[config.mk]
export PLATFORM = sky130hd
export DESIGN_NAME = uart_tx_fifo_flat
export DESIGN_NICKNAME = d
export VERILOG_FILES = /design/src/rtl/uart_tx_fifo_if.sv /design/src/rtl/uart_tx_fifo.sv /design/src/flat_wrapper.sv
export SDC_FILE = /design/constraint.sdc
export NUM_CORES = 1
export LEC_CHECK = 0
export CAP_MARGIN = 0
export CORE_MARGIN = 2
export CORE_UTILIZATION = 30
export CTS_BUF_LIST = sky130_fd_sc_hd__clkbuf_8
export CTS_CLUSTER_SIZE = 28
export DETAILED_ROUTE_END_ITERATION = 6
export SETUP_SLACK_MARGIN = 0.2
export SYNTH_ARGS = -nofsm -noshare
export SYNTH_HDL_FRONTEND = slang
export SYNTH_SLANG_ARGS = --single-unit
export TNS_END_PERCENT = 1
[constraint.sdc]
create_clock -name clk -period 3.2 [get_ports clk]
set_clock_uncertainty 0.1 [all_clocks]
set_input_delay 0.48 -clock clk [delete_from_list [all_inputs] [get_ports clk]]
set_output_delay 0.48 -clock clk [all_outputs]
set_load 0.03 [all_outputs]
[src/rtl/uart_tx_fifo_if.sv]
// Producer/uart-side bundle for uart_tx_fifo. The master side is whatever drives bytes in
// and owns the uart busy flag; the slave side is the FIFO itself.
interface uart_tx_fifo_if #(
    parameter int DEPTH_LOG2 = 4
);
    logic                  wr_en;
    logic [7:0]            wr_data;
    logic                  full;
    logic                  empty;
    logic [DEPTH_LOG2:0]   count;
    logic                  overflow;
    logic [15:0]           tx_sent;
    logic                  uart_transmit;
    logic [7:0]            uart_tx_byte;
    logic                  uart_is_transmitting;

    // Handshake: a byte is accepted on any clock edge where wr_en=1 and full=0; a byte is
    // handed to the uart on the edge that raises uart_transmit, which then stays high for
    // exactly one cycle with uart_tx_byte valid, and is never raised while the uart is busy.
    modport master (
        output wr_en, wr_data, uart_is_transmitting,
        input  full, empty, count, overflow, tx_sent, uart_transmit, uart_tx_byte
    );

    modport slave (
        input  wr_en, wr_data, uart_is_transmitting,
        output full, empty, count, overflow, tx_sent, uart_transmit, uart_tx_byte
    );
endinterface

[src/rtl/uart_tx_fifo.sv]
// Circular byte FIFO feeding a uart transmitter one byte at a time, paced on the uart's
// busy flag so producers can push up to one byte per clock without stalling.
module uart_tx_fifo #(
    parameter int DEPTH_LOG2   = 4,
    parameter int BUSY_TIMEOUT = 4
) (
    input  logic               clk,
    input  logic               rst,
    uart_tx_fifo_if.slave      bus,
    output logic [1:0]         state_o
);

    localparam int DEPTH = 1 << DEPTH_LOG2;

    localparam logic [DEPTH_LOG2:0]   CNT_ONE    = (DEPTH_LOG2+1)'(1);
    localparam logic [DEPTH_LOG2:0]   CNT_FULL   = (DEPTH_LOG2+1)'(DEPTH);
    localparam logic [DEPTH_LOG2-1:0] PTR_ONE    = DEPTH_LOG2'(1);
    localparam logic [7:0]            TIMER_LAST = 8'(BUSY_TIMEOUT - 1);

    typedef enum logic [1:0] {
        IDLE      = 2'd0,
        WAIT_BUSY = 2'd1,
        WAIT_DONE = 2'd2
    } state_e;

    state_e                state_q, state_d;
    logic [DEPTH_LOG2-1:0] wr_ptr_q, wr_ptr_d;
    logic [DEPTH_LOG2-1:0] rd_ptr_q, rd_ptr_d;
    logic [DEPTH_LOG2:0]   count_q, count_d;
    logic                  overflow_q, overflow_d;
    logic [15:0]           tx_sent_q, tx_sent_d;
    logic                  transmit_q, transmit_d;
    logic [7:0]            tx_byte_q, tx_byte_d;
    logic [7:0]            timer_q, timer_d;
    logic [7:0]            mem_q [DEPTH];

    logic full_w;
    logic empty_w;
    logic push_w;
    logic pop_w;

    // Occupancy flags come from the registered count, so a byte pushed this edge is only
    // seen by the launch logic on the next one.
    assign full_w  = (count_q == CNT_FULL);
    assign empty_w = (count_q == '0);
    assign push_w  = bus.wr_en && !full_w;

    // Transmit sequencer: launch, wait for the uart to go busy (bounded), wait for idle.
    always_comb begin
        state_d    = state_q;
        timer_d    = timer_q;
        transmit_d = 1'b0;
        tx_byte_d  = tx_byte_q;
        pop_w      = 1'b0;
        case (state_q)
            IDLE: begin
                timer_d = '0;
                if (!empty_w && !bus.uart_is_transmitting) begin
                    pop_w      = 1'b1;
                    transmit_d = 1'b1;
                    tx_byte_d  = mem_q[rd_ptr_q];
                    state_d    = WAIT_BUSY;
                end
            end
            WAIT_BUSY: begin
                if (bus.uart_is_transmitting) begin
                    state_d = WAIT_DONE;
                    timer_d = '0;
                end else if (timer_q == TIMER_LAST) begin
                    // The uart never acknowledged; the byte still counts as sent.
                    state_d = IDLE;
                    timer_d = '0;
                end else begin
                    timer_d = timer_q + 8'd1;
                end
            end
            WAIT_DONE: begin
                if (!bus.uart_is_transmitting) begin
                    state_d = IDLE;
                end
            end
            default: begin
                state_d = IDLE;
                timer_d = '0;
            end
        endcase
    end

    always_comb begin
        wr_ptr_d   = wr_ptr_q;
        rd_ptr_d   = rd_ptr_q;
        count_d    = count_q;
        overflow_d = overflow_q;
        tx_sent_d  = tx_sent_q;
        if (push_w) begin
            wr_ptr_d = wr_ptr_q + PTR_ONE;
        end
        if (pop_w) begin
            rd_ptr_d  = rd_ptr_q + PTR_ONE;
            tx_sent_d = tx_sent_q + 16'd1;
        end
        // A same-cycle pop never makes room for a push against a full FIFO.
        if (bus.wr_en && full_w) begin
            overflow_d = 1'b1;
        end
        case ({push_w, pop_w})
            2'b10:   count_d = count_q + CNT_ONE;
            2'b01:   count_d = count_q - CNT_ONE;
            default: count_d = count_q;
        endcase
    end

    always_ff @(posedge clk) begin
        if (rst) begin
            state_q    <= IDLE;
            wr_ptr_q   <= '0;
            rd_ptr_q   <= '0;
            count_q    <= '0;
            overflow_q <= 1'b0;
            tx_sent_q  <= '0;
            transmit_q <= 1'b0;
            tx_byte_q  <= '0;
            timer_q    <= '0;
        end else begin
            state_q    <= state_d;
            wr_ptr_q   <= wr_ptr_d;
            rd_ptr_q   <= rd_ptr_d;
            count_q    <= count_d;
            overflow_q <= overflow_d;
            tx_sent_q  <= tx_sent_d;
            transmit_q <= transmit_d;
            tx_byte_q  <= tx_byte_d;
            timer_q    <= timer_d;
        end
    end

    // Storage is deliberately left out of reset.
    always_ff @(posedge clk) begin
        if (!rst && push_w) begin
            mem_q[wr_ptr_q] <= bus.wr_data;
        end
    end

    assign bus.full          = full_w;
    assign bus.empty         = empty_w;
    assign bus.count         = count_q;
    assign bus.overflow      = overflow_q;
    assign bus.tx_sent       = tx_sent_q;
    assign bus.uart_transmit = transmit_q;
    assign bus.uart_tx_byte  = tx_byte_q;
    assign state_o           = state_q;

    a_strobe_one_cycle: assert property (@(posedge clk) disable iff (rst)
        transmit_q |=> !transmit_q);
    a_count_bound: assert property (@(posedge clk) disable iff (rst)
        count_q <= CNT_FULL);
    a_strobe_leaves_idle: assert property (@(posedge clk) disable iff (rst)
        transmit_q |-> state_q == WAIT_BUSY);

endmodule

[src/flat_wrapper.sv]
// flat-port wrapper written by rule: the top's interface ports become plain ports
module uart_tx_fifo_flat 
#(
    parameter int DEPTH_LOG2   = 4,
    parameter int BUSY_TIMEOUT = 4
)
  (clk, rst, state_o, bus_wr_en, bus_wr_data, bus_uart_is_transmitting, bus_full, bus_empty, bus_count, bus_overflow, bus_tx_sent, bus_uart_transmit, bus_uart_tx_byte);
  uart_tx_fifo_if #(.DEPTH_LOG2(DEPTH_LOG2)) bus_i ();
  input  logic clk;
  input  logic rst;
  output logic [1:0] state_o;
  input wire logic [$bits(bus_i.wr_en)-1:0] bus_wr_en;
  input wire logic [$bits(bus_i.wr_data)-1:0] bus_wr_data;
  input wire logic [$bits(bus_i.uart_is_transmitting)-1:0] bus_uart_is_transmitting;
  output wire logic [$bits(bus_i.full)-1:0] bus_full;
  output wire logic [$bits(bus_i.empty)-1:0] bus_empty;
  output wire logic [$bits(bus_i.count)-1:0] bus_count;
  output wire logic [$bits(bus_i.overflow)-1:0] bus_overflow;
  output wire logic [$bits(bus_i.tx_sent)-1:0] bus_tx_sent;
  output wire logic [$bits(bus_i.uart_transmit)-1:0] bus_uart_transmit;
  output wire logic [$bits(bus_i.uart_tx_byte)-1:0] bus_uart_tx_byte;
  assign bus_i.wr_en = bus_wr_en;
  assign bus_i.wr_data = bus_wr_data;
  assign bus_i.uart_is_transmitting = bus_uart_is_transmitting;
  assign bus_full = bus_i.full;
  assign bus_empty = bus_i.empty;
  assign bus_count = bus_i.count;
  assign bus_overflow = bus_i.overflow;
  assign bus_tx_sent = bus_i.tx_sent;
  assign bus_uart_transmit = bus_i.uart_transmit;
  assign bus_uart_tx_byte = bus_i.uart_tx_byte;
  uart_tx_fifo #(.DEPTH_LOG2(DEPTH_LOG2), .BUSY_TIMEOUT(BUSY_TIMEOUT)) u_core (.clk(clk), .rst(rst), .bus(bus_i), .state_o(state_o));
endmodule
**Word level (Yosys, flattened, before mapping)**

Memory sizes are Yosys's and may differ from the RTL's. A register that Yosys moved wholly into a read port is not among the register bits.
Index checks and enable logic that the tools add are counted.

- Output and inout port bits: 35
- Flip-flop bits (word level): 41
- Memories: 1
- RAM bits: 128

- Add/subtract/negate cells: 6
- Reduce and logical (&&, ||, !) cells: 13
- Multiplexer cells: 13
- Equality and inequality tests: 9

Memories:

| name | depth | bits a word | rd ports | clocked after Yosys merged registers in | write ports | line | text |
|---|---|---|---|---|---|---|---|
| u_core.mem_q | 16 | 8 | 1 | 1 | 1 | uart_tx_fifo.sv:35 | `logic [7:0] mem_q [DEPTH];` |

Operators by type and width:

| cell | count |
|---|---|
| adder 16 x 1 -> 16 bit (second input constant) | 1 |
| two-way mux 8 bit | 2 |
| one-hot mux 8 bit (2 select lines) | 1 |
| one-hot mux 5 bit (2 select lines) | 1 |
| adder 4 x 1 -> 4 bit (second input constant) | 2 |
| adder 8 x 1 -> 8 bit (second input constant) | 1 |
| == test 8 x 2 -> 1 bit (second input constant) | 1 |
| two-way mux 2 bit | 4 |
| one-hot mux 2 bit (3 select lines) | 1 |
| adder 5 x 1 -> 5 bit (second input constant) | 1 |
| == test 5 bit (second input constant) | 1 |
| zero test 5 bit | 1 |
| subtractor 5 x 1 -> 5 bit (second input constant) | 1 |
| == test 2 x 1 -> 1 bit (second input constant) | 2 |
| == test 2 bit (second input constant) | 2 |
| logical AND 1 bit | 4 |
| zero test 1 bit | 4 |
| two-way mux 1 bit | 4 |
| != test 3 x 2 -> 1 bit (second input constant) | 1 |
| AND reduction 3 bit | 1 |
| zero test 2 bit | 1 |
| != test 2 x 1 -> 1 bit (second input constant) | 1 |
| != test 2 bit (second input constant) | 1 |
| AND reduction 2 bit | 1 |
| nonzero test 2 bit | 1 |

**Depth between registers and ports, before layout**

Gate-level depths: netlist (run 1).

- Depth in word-level cells: 7
- Gate-level depth with buffers: 12
- Depth with buffers taken out: 10

**Worst setup path after synthesis (run 1)**

OpenSTA, ideal clock, no wires.

- Path kind: reg-to-reg
- Start: register u_core.state_q[1], in the netlist u_core.state_o[1]
- End: register u_core.count_q[4], in the netlist u_core.bus.count[4]
- Setup time: 121 ps
- Stages on the path, launching flop included: 12
- Path slack: 96 ps
- Arrival: 2,883 ps
- Data required time: 2,979 ps
- Period minus slack after synthesis: 3,104 ps
- Cells stage by stage: dfxtp_1 -> nor3_4 -> a21boi_2 -> buf_2 -> ha_1 -> clkbuf_1 -> xor2_1 -> ha_1 -> a21o_1 -> nand3_1 -> a31oi_1 -> mux2_2

- Word-level cells in the longest chain between the ends: 4

RTL lines:

| what | line | text |
|---|---|---|
| from (decl) | uart_tx_fifo.sv:26 | `state_e state_q, state_d;` |
| from (signal assigned) | uart_tx_fifo.sv:125 | `state_q <= state_d;` |
| zero test 2 bit * | uart_tx_fifo.sv:55 | `case (state_q)` |
| two-way mux 1 bit * | uart_tx_fifo.sv:55 |  |
| via u_core.pop_w | uart_tx_fifo.sv:40 | `logic pop_w;` |
| == test 2 x 1 -> 1 bit / == test 2 bit (equally long branches) | uart_tx_fifo.sv:106 | `case ({push_w, pop_w})` |
| one-hot mux 5 bit (2 select lines) / nonzero test 2 bit (equally long branches) | n/a |  |
| to (signal assigned) | uart_tx_fifo.sv:128 | `count_q <= count_d;` |
| to (decl) | uart_tx_fifo.sv:29 | `logic [DEPTH_LOG2:0] count_q, count_d;` |

Mark *: on every way through the listed nets, which the timed path passes. The rest lies on a longest branch.
A chain may end at the register's enable or synchronous reset.

**Worst setup path after layout (run 1)**

- Start: register u_core.count_q[1], in the netlist u_core.bus.count[1]
- End: register u_core.count_q[4], in the netlist u_core.bus.count[4]

- Word-level cells in the longest chain between the ends: 7

RTL lines:

| what | line | text |
|---|---|---|
| zero test 5 bit | uart_tx_fifo.sv:45 | `assign empty_w = (count_q == '0);` |
| zero test 1 bit | uart_tx_fifo.sv:58 | `if (!empty_w && !bus.uart_is_transmitting) begin` |
| logical AND 1 bit | uart_tx_fifo.sv:58 |  |
| two-way mux 1 bit | uart_tx_fifo.sv:58 |  |
| two-way mux 1 bit | uart_tx_fifo.sv:55 |  |
| == test 2 x 1 -> 1 bit / == test 2 bit (equally long branches) | uart_tx_fifo.sv:106 |  |
| one-hot mux 5 bit (2 select lines) / nonzero test 2 bit (equally long branches) | n/a |  |

Several ways; a longest one is shown, not always the timed one.

==> results of run 1 <==
metal layers:
layer  up-vias  GRT usage  wire (um)
met3        17     0.0208        530
met2        79      0.209       7800
met1      2239      0.162       7010
met5         -          0          0
met4         0     0.0463        314
li1       2134          -          -
synth_stat cells (all sizes together), types with 10 or more instances:
cell / count
inv: 10
mux4: 11
nand2: 23
mux2i: 47
dfxtp: 49
a311oi: 12
edfxtp: 128
ha: 10
buf: 17
nor2: 52
o22ai: 21
a21oi: 15
o21ai: 11
or3: 11
xor2: 11
worst paths after layout:
check	startpoint	endpoint	cells after the start
worst max-delay path	u_core.bus.count[1]	u_core.bus.count[4]	10
worst min-delay path	rst	u_core.wr_ptr_q[3]	2
worst max register to register	u_core.bus.count[1]	u_core.bus.count[4]	10
worst min register to register	u_core.bus.overflow	u_core.bus.overflow	2
final cells by class:
class | instances | area (sq um)
clock buffers | 17 | 234
clock inverters | 15 | 234
fillers | 2296 | 15500
inverters | 10 | 37.5
multi-input cells | 309 | 2340
flip-flops and latches | 177 | 4830
well taps | 324 | 405
repair buffers | 70 | 649
cells by family after synthesis:
| logic type | count (synthesis) | synth area share |
|---|---|---|
| XOR/XNOR | 16 | 0.0191 |
| buffers and inverters | 36 | 0.0222 |
| AND/OR/NAND/NOR | 136 | 0.0929 |
| multiplexers | 60 | 0.101 |
| adder cells (fa/ha/maj) | 10 | 0.0171 |
| AO/OA/AOI/OAI | 87 | 0.0887 |
| flip-flops | 177 | 0.659 |
per-stage QoR:
stage / cells / cell area (sq um)
after floorplan: 522 / 7320
after global placement: 890 / 8250
after detailed placement: 890 / 8250
after CTS: 922 / 8720
after global routing: 922 / 8720
final: 922 / 8720
layout by cell type, fill, tap and decap left out, types with 9 or more instances in the layout:
master           synthesis  layout
a21oi_1                 15      15
mux4_2                  11      11
nor2_1                  52      52
nand3_1                  9       9
clkbuf_8                 0      17
nand2_1                 23      23
buf_4                    4      23
clkdlybuf4s50_1          0      43
inv_1                   10      10
o21ai_0                 11      11
xor2_1                  11      11
o22ai_1                 21      21
mux2i_1                 47      47
dfxtp_1                 49      48
ha_1                    10      10
edfxtp_1               128     128
or3_1                   11      11
a311oi_1                12      12
state kept, by name, indices dropped and copies added (netlist names):
| register | flops |
|---|---|
| u_core.state_o | 2 |
| u_core.rd_ptr_q | 4 |
| u_core.bus.count | 5 |
| u_core.bus.overflow | 1 |
| u_core.bus.uart_transmit | 1 |
| u_core.wr_ptr_q | 4 |
| u_core.bus.uart_tx_byte | 8 |
| u_core.timer_q | 8 |
| u_core.mem_q | 128 |
| u_core.bus.tx_sent | 16 |
power by group through the flow:
stage | registers [mW] | clock network [mW] | logic, mW
2_1_floorplan | 2.92 | 0 | 0.806
3_3_place_gp | 2.79 | 0 | 1.39
3_5_place_dp | 2.81 | 0 | 1.43
4_1_cts | 2.75 | 1.76 | 1.43
5_1_grt | 2.78 | 1.84 | 1.53
6_report | 2.75 | 1.72 | 1.42
==> results.txt, run 1 <==
Crit-path cells: nor4_1 -> a21boi_1 -> inv_1 -> ha_1 -> xor2_1 -> ha_1 -> a21o_1 -> nand3_1 -> a31oi_1 -> mux2_2
Final Power: 5.90 mW
Flop pwr share: 0.467
Synth cell types: 54
CTS max path bufs: 2
CP dominant cell by count: ha_1
Pwr Density: 676 mW/mm^2
FF+latch count, synth: 177
Data arrival time of the worst path: 3.10 ns
Unrepaired setup endpoints after global routing: yes
Synthesized cell area: 0.00732 sq mm
Power Internal: 3.98 mW
Die Ht: 160 um
I/O Pins: 47
Logic pwr share: 0.241
Clock Tree Root: clkbuf_8
Switching portion of total power: 0.326
Via density per instance: 4.85
WP data required: 3.45 ns
Sequential share of the synthesized area: 0.659
Max Fclk: 0.351 GHz
HP Class: input pin to flip-flop
Delay-heaviest family, CP: simple AND/OR/NAND/NOR gates
Post-synth EDFFs: 128
Post-Synthesis Cells: 522
Number of max-cap violations: 0
Final net count: 607
ANT nets after route: 0
Peak VDD IR: 0.000286 V
Endpoint type of the worst setup path: flip-flop
Final wirelength: 15700 um
Hold-fix buffers, CTS: 0
Gpl congestion: 0.851
Max stage delay on crit path: 0.51 ns
Site Rows: 57
Synth async-reset ratio: 0
Grt ovf: 0
CP max-delay cell: nor4_1
Share of cells above drive strength 1: 0.135
Synth warn: 0
Pin count of the biggest net entering global routing: 44
Slew at the pin closest to its max-slew limit: 0.778 ns
Iteration-0 DRC Markers: 319
WL/cell: 17.0 um
NetSw: 1.92 mW
Top-area cell type share of the netlist area: 0.525
PortBufs: 46
Gates resized, CTS repair: 1
CTS tree: yes
DRC: 0
Overall routing resource usage: 0.124
Initial antenna violation count: 0
Worst setup path class: flip-flop to flip-flop
Period utilization: 0.891
Die area: 0.0257 sq mm
Min Tclk post-route: 2.85 ns
Max-slew violation count: 0
Final WS setup: 0.347 ns
HPWL after DPL: 10600 um
Area Overhead vs Synth: 19.1%
Total CTS buffers: 17
Top cells by area, synth: edfxtp_1, dfxtp_1, mux2i_1
Post-Route Utilization: 0.361
Hold_ws: 0.252 ns
Starting density of the core: 0.303
Synth area leader: edfxtp_1
Clock power share: 0.292
Setup TNS: 0 ns
Count of TritonRoute iterations in the first routing pass: 4
Final hold vios: 0
Clk slew on worst S/H paths: 0.10 ns
Worst-skew pair later-pin latency: 0.45 ns
Number of H-tree levels: 4
Vias: 4469
N_diodes: 0
Post-CTS Setup Bufs: 0
Worst setup slack after placement: 0.0457 ns
First-pass GRT wire length: 24800 um
Slew headroom: 0.481
Vias in the first global route: 4514
CP bufs+invs: 1
R2R Setup Slk: 0.35 ns
Status: finished clean
Mapped Avg Cell Area: 14.0 sq um
Clk sinks: 177
Leakage: 2.72 nW
Final setup viols: 0
Worst setup SP type: flip-flop
Die span in x: 160 um
Top FF cell, synth: edfxtp_1
Core area: 0.0242 sq mm
Crit path max fanout: 10
Syn_nets: 544
Note: power is estimated with default switching activity, not from simulation.
==> inputs of run 2 (changes only) <==
- CORE_UTILIZATION: 30 -> 54
- PLACE_DENSITY: unset -> 0.74
==> results.txt, run 2 (synthesized netlist as in run 1, its figures left out) <==
Reg2Reg Launch Point: u_core.bus.count[1]
Reg2reg end: u_core.bus.count[4]
Clk sinks: 177 (unchanged)
Vias: 4530 (+1.4%)
Leakage: 2.69 nW (-1.1%)
Reg area: 0.00483 sq mm (unchanged)
Final setup viols: 0 (unchanged)
Post-Route Utilization: 0.639 (+0.278)
Final wirelength: 15000 um (-4.1%)
Setup TNS: 0 ns (unchanged)
Worst setup SP type: flip-flop
R2R cell count: 10 (unchanged)
Peak VDD IR: 0.000588 V (+110%)
Data arrival time of the worst path: 3.03 ns (-0.07 ns)
Area Overhead vs Synth: 15.5%
ANT nets after route: 0 (unchanged)
Status: finished clean
Capture point of the critical path: u_core.bus.count[4]
Final hold vios: 0 (unchanged)
Max-slew violation count: 0 (unchanged)
CTS max path bufs: 2 (unchanged)
Top reg by flops: u_core.mem_q
Number of H-tree levels: 4 (unchanged)
Endpoint type of the worst setup path: flip-flop
Hold-fix buffers, CTS: 0 (unchanged)
First-pass GRT wire length: 23300 um (-5.9%)
Initial antenna violation count: 0 (unchanged)
Grt ovf: 0 (unchanged)
Clock Tree Root: clkbuf_8
Max FFs per register: 128 (unchanged)
Final net count: 606 (-0.16%)
HPWL after DPL: 10100 um (-5.5%)
Vias in the first global route: 4217 (-6.6%)
Multi-input logic area: 0.00234 sq mm (unchanged)
Iteration-0 DRC Markers: 465 (+46%)
Total CTS buffers: 17 (unchanged)
WP data required: 3.46 ns (about the same)
Max Fclk: 0.361 GHz (+2.9%)
Worst-skew pair later-pin latency: 0.47 ns (+0.02 ns)
N_diodes: 0 (unchanged)
Site Rows: 42 (-26%)
R2R Setup Slk: 0.43 ns (+0.08 ns)
Die Ht: 120 um (-25%)
Crit path max fanout: 10 (unchanged)
Pin count of the biggest net entering global routing: 52 (+18%)
Period utilization: 0.866 (-0.0252)
Fillers: 985 (-57%)
Min Tclk post-route: 2.77 ns (-0.0807 ns)
WL/cell: 19.4 um (+14%)
Via density per instance: 5.86 (+21%)
Commonest non-fill, non-tap cell in the layout: edfxtp_1
Unrepaired setup endpoints after global routing: no
Pwr Density: 668 mW/mm^2 (-1.2%)
Slew at the pin closest to its max-slew limit: 0.791 ns (+0.0122 ns)
Crit path from: u_core.bus.count[1]
Number of max-cap violations: 0 (unchanged)
Gpl congestion: 0.866 (+1.8%)
Most used cells in the layout excluding fill and tap cells: edfxtp_1, nor2_1, dfxtp_1
HP Class: flip-flop to flip-flop
Die span in x: 120 um (-25%)
Overall routing resource usage: 0.216 (+0.0913)
PortBufs: 46 (unchanged)
Share of cells above drive strength 1: 0.132 (-0.00312)
Core area: 0.0132 sq mm (-45%)
I/O Pins: 47 (unchanged)
Slew headroom: 0.473 (-0.00814)
Min-Delay Path Depth: 2 (unchanged)
Starting density of the core: 0.553 (+0.250)
Clk slew on worst S/H paths: 0.10 ns (about the same)
Die area: 0.0145 sq mm (-43%)
CTS tree: yes
Count of TritonRoute iterations in the first routing pass: 5 (+1)
Worst setup path class: flip-flop to flip-flop
DRC: 0 (unchanged)
==> run 2: cell types whose count changed in the layout (fill, tap and decap cells not counted), sizes merged <==
cell | previous run | this run
bufinv | 3 | 0
inv | 17 | 20
buf | 25 | 24
clkinv | 4 | 5
clkinvlp | 1 | 0
==> run 2: critical path, cell delays in order, from the launching register on <==
cell and delay, ns:
dfxtp_1 0.41, nor4_1 0.50, a21boi_1 0.16, inv_1 0.10, ha_1 0.19, xor2_1 0.19, ha_1 0.25, a21o_1 0.14
nand3_1 0.08, a31oi_1 0.21, mux2_2 0.35
==> run 2: report_power, final <==
| part | switching [mW] | leakage, nW | internal (mW) |
|---|---|---|---|
| sequential | 0.139 | 1.55 | 2.59 |
| combinational | 0.861 | 0.935 | 0.565 |
| clock | 0.902 | 0.205 | 0.591 |
| total | 1.90 | 2.69 | 3.75 |
==> run 2: what timing repair did <==
| action | 4_1_cts | 5_1_grt |
|---|---|---|
| gates resized for setup | 1 | 1 |
| buffers inserted | 0 | 0 |
| endpoints found under the setup margin | 1 | 1 |
| hold endpoints to repair | 0 | 0 |
| gates cloned | 0 | 0 |
==> run 2: cell type report <==
type | instances | share of cell area
inverter | 10 | 0.00444
sequential | 177 | 0.571
timing repair buffer | 69 | 0.0759
clock inverter | 15 | 0.0191
tap | 176 | 0.0260
clock buffer | 17 | 0.0277
multi-input combinational | 309 | 0.276
==> run 2: layer usage <==
metal	vias to the layer above	wire (um)	global-route usage
met5	-	0	0
met2	136	7510	0.343
met3	23	660	0.0462
met4	0	222	0.0690
li1	2124	-	-
met1	2247	6630	0.299
==> run 2: how the worst min path moves through the flow <==
stage / slack, ns / to / start
detailed placement: 0.37 / u_core.bus.overflow / u_core.bus.overflow
CTS: 0.40 / u_core.bus.overflow / u_core.bus.overflow
global placement: 0.36 / u_core.bus.tx_sent[15] / u_core.bus.tx_sent[15]
global route: 0.43 / u_core.bus.tx_sent[14] / u_core.bus.tx_sent[14]
floorplan: 0.35 / u_core.timer_q[7] / u_core.timer_q[7]
finish: 0.39 / u_core.bus.overflow / u_core.bus.overflow
==> run 2: through the flow <==
| step | instance area [sq um] | cells | hold WS [ns] | worst slack, ns | total power [mW] |
|---|---|---|---|---|---|
| after global placement | 8060 | 741 | 0.360 | 0.180 | 4.18 |
| after floorplan | 7320 | 522 | 0.352 | 0.245 | 3.72 |
| final | 8460 | 773 | 0.390 | 0.428 | 5.65 |
| after detailed placement | 8060 | 741 | 0.374 | 0.140 | 4.21 |
| after global routing | 8460 | 773 | 0.426 | 0.244 | 5.90 |
| after CTS | 8450 | 773 | 0.398 | 0.234 | 5.68 |
==> inputs of run 3 (changes only) <==
- CAP_MARGIN: 0 -> unset
- TNS_END_PERCENT: 1 -> unset
==> results of run 3 <==
No change in the layout: final DEF, timing and power equal those of run 2.
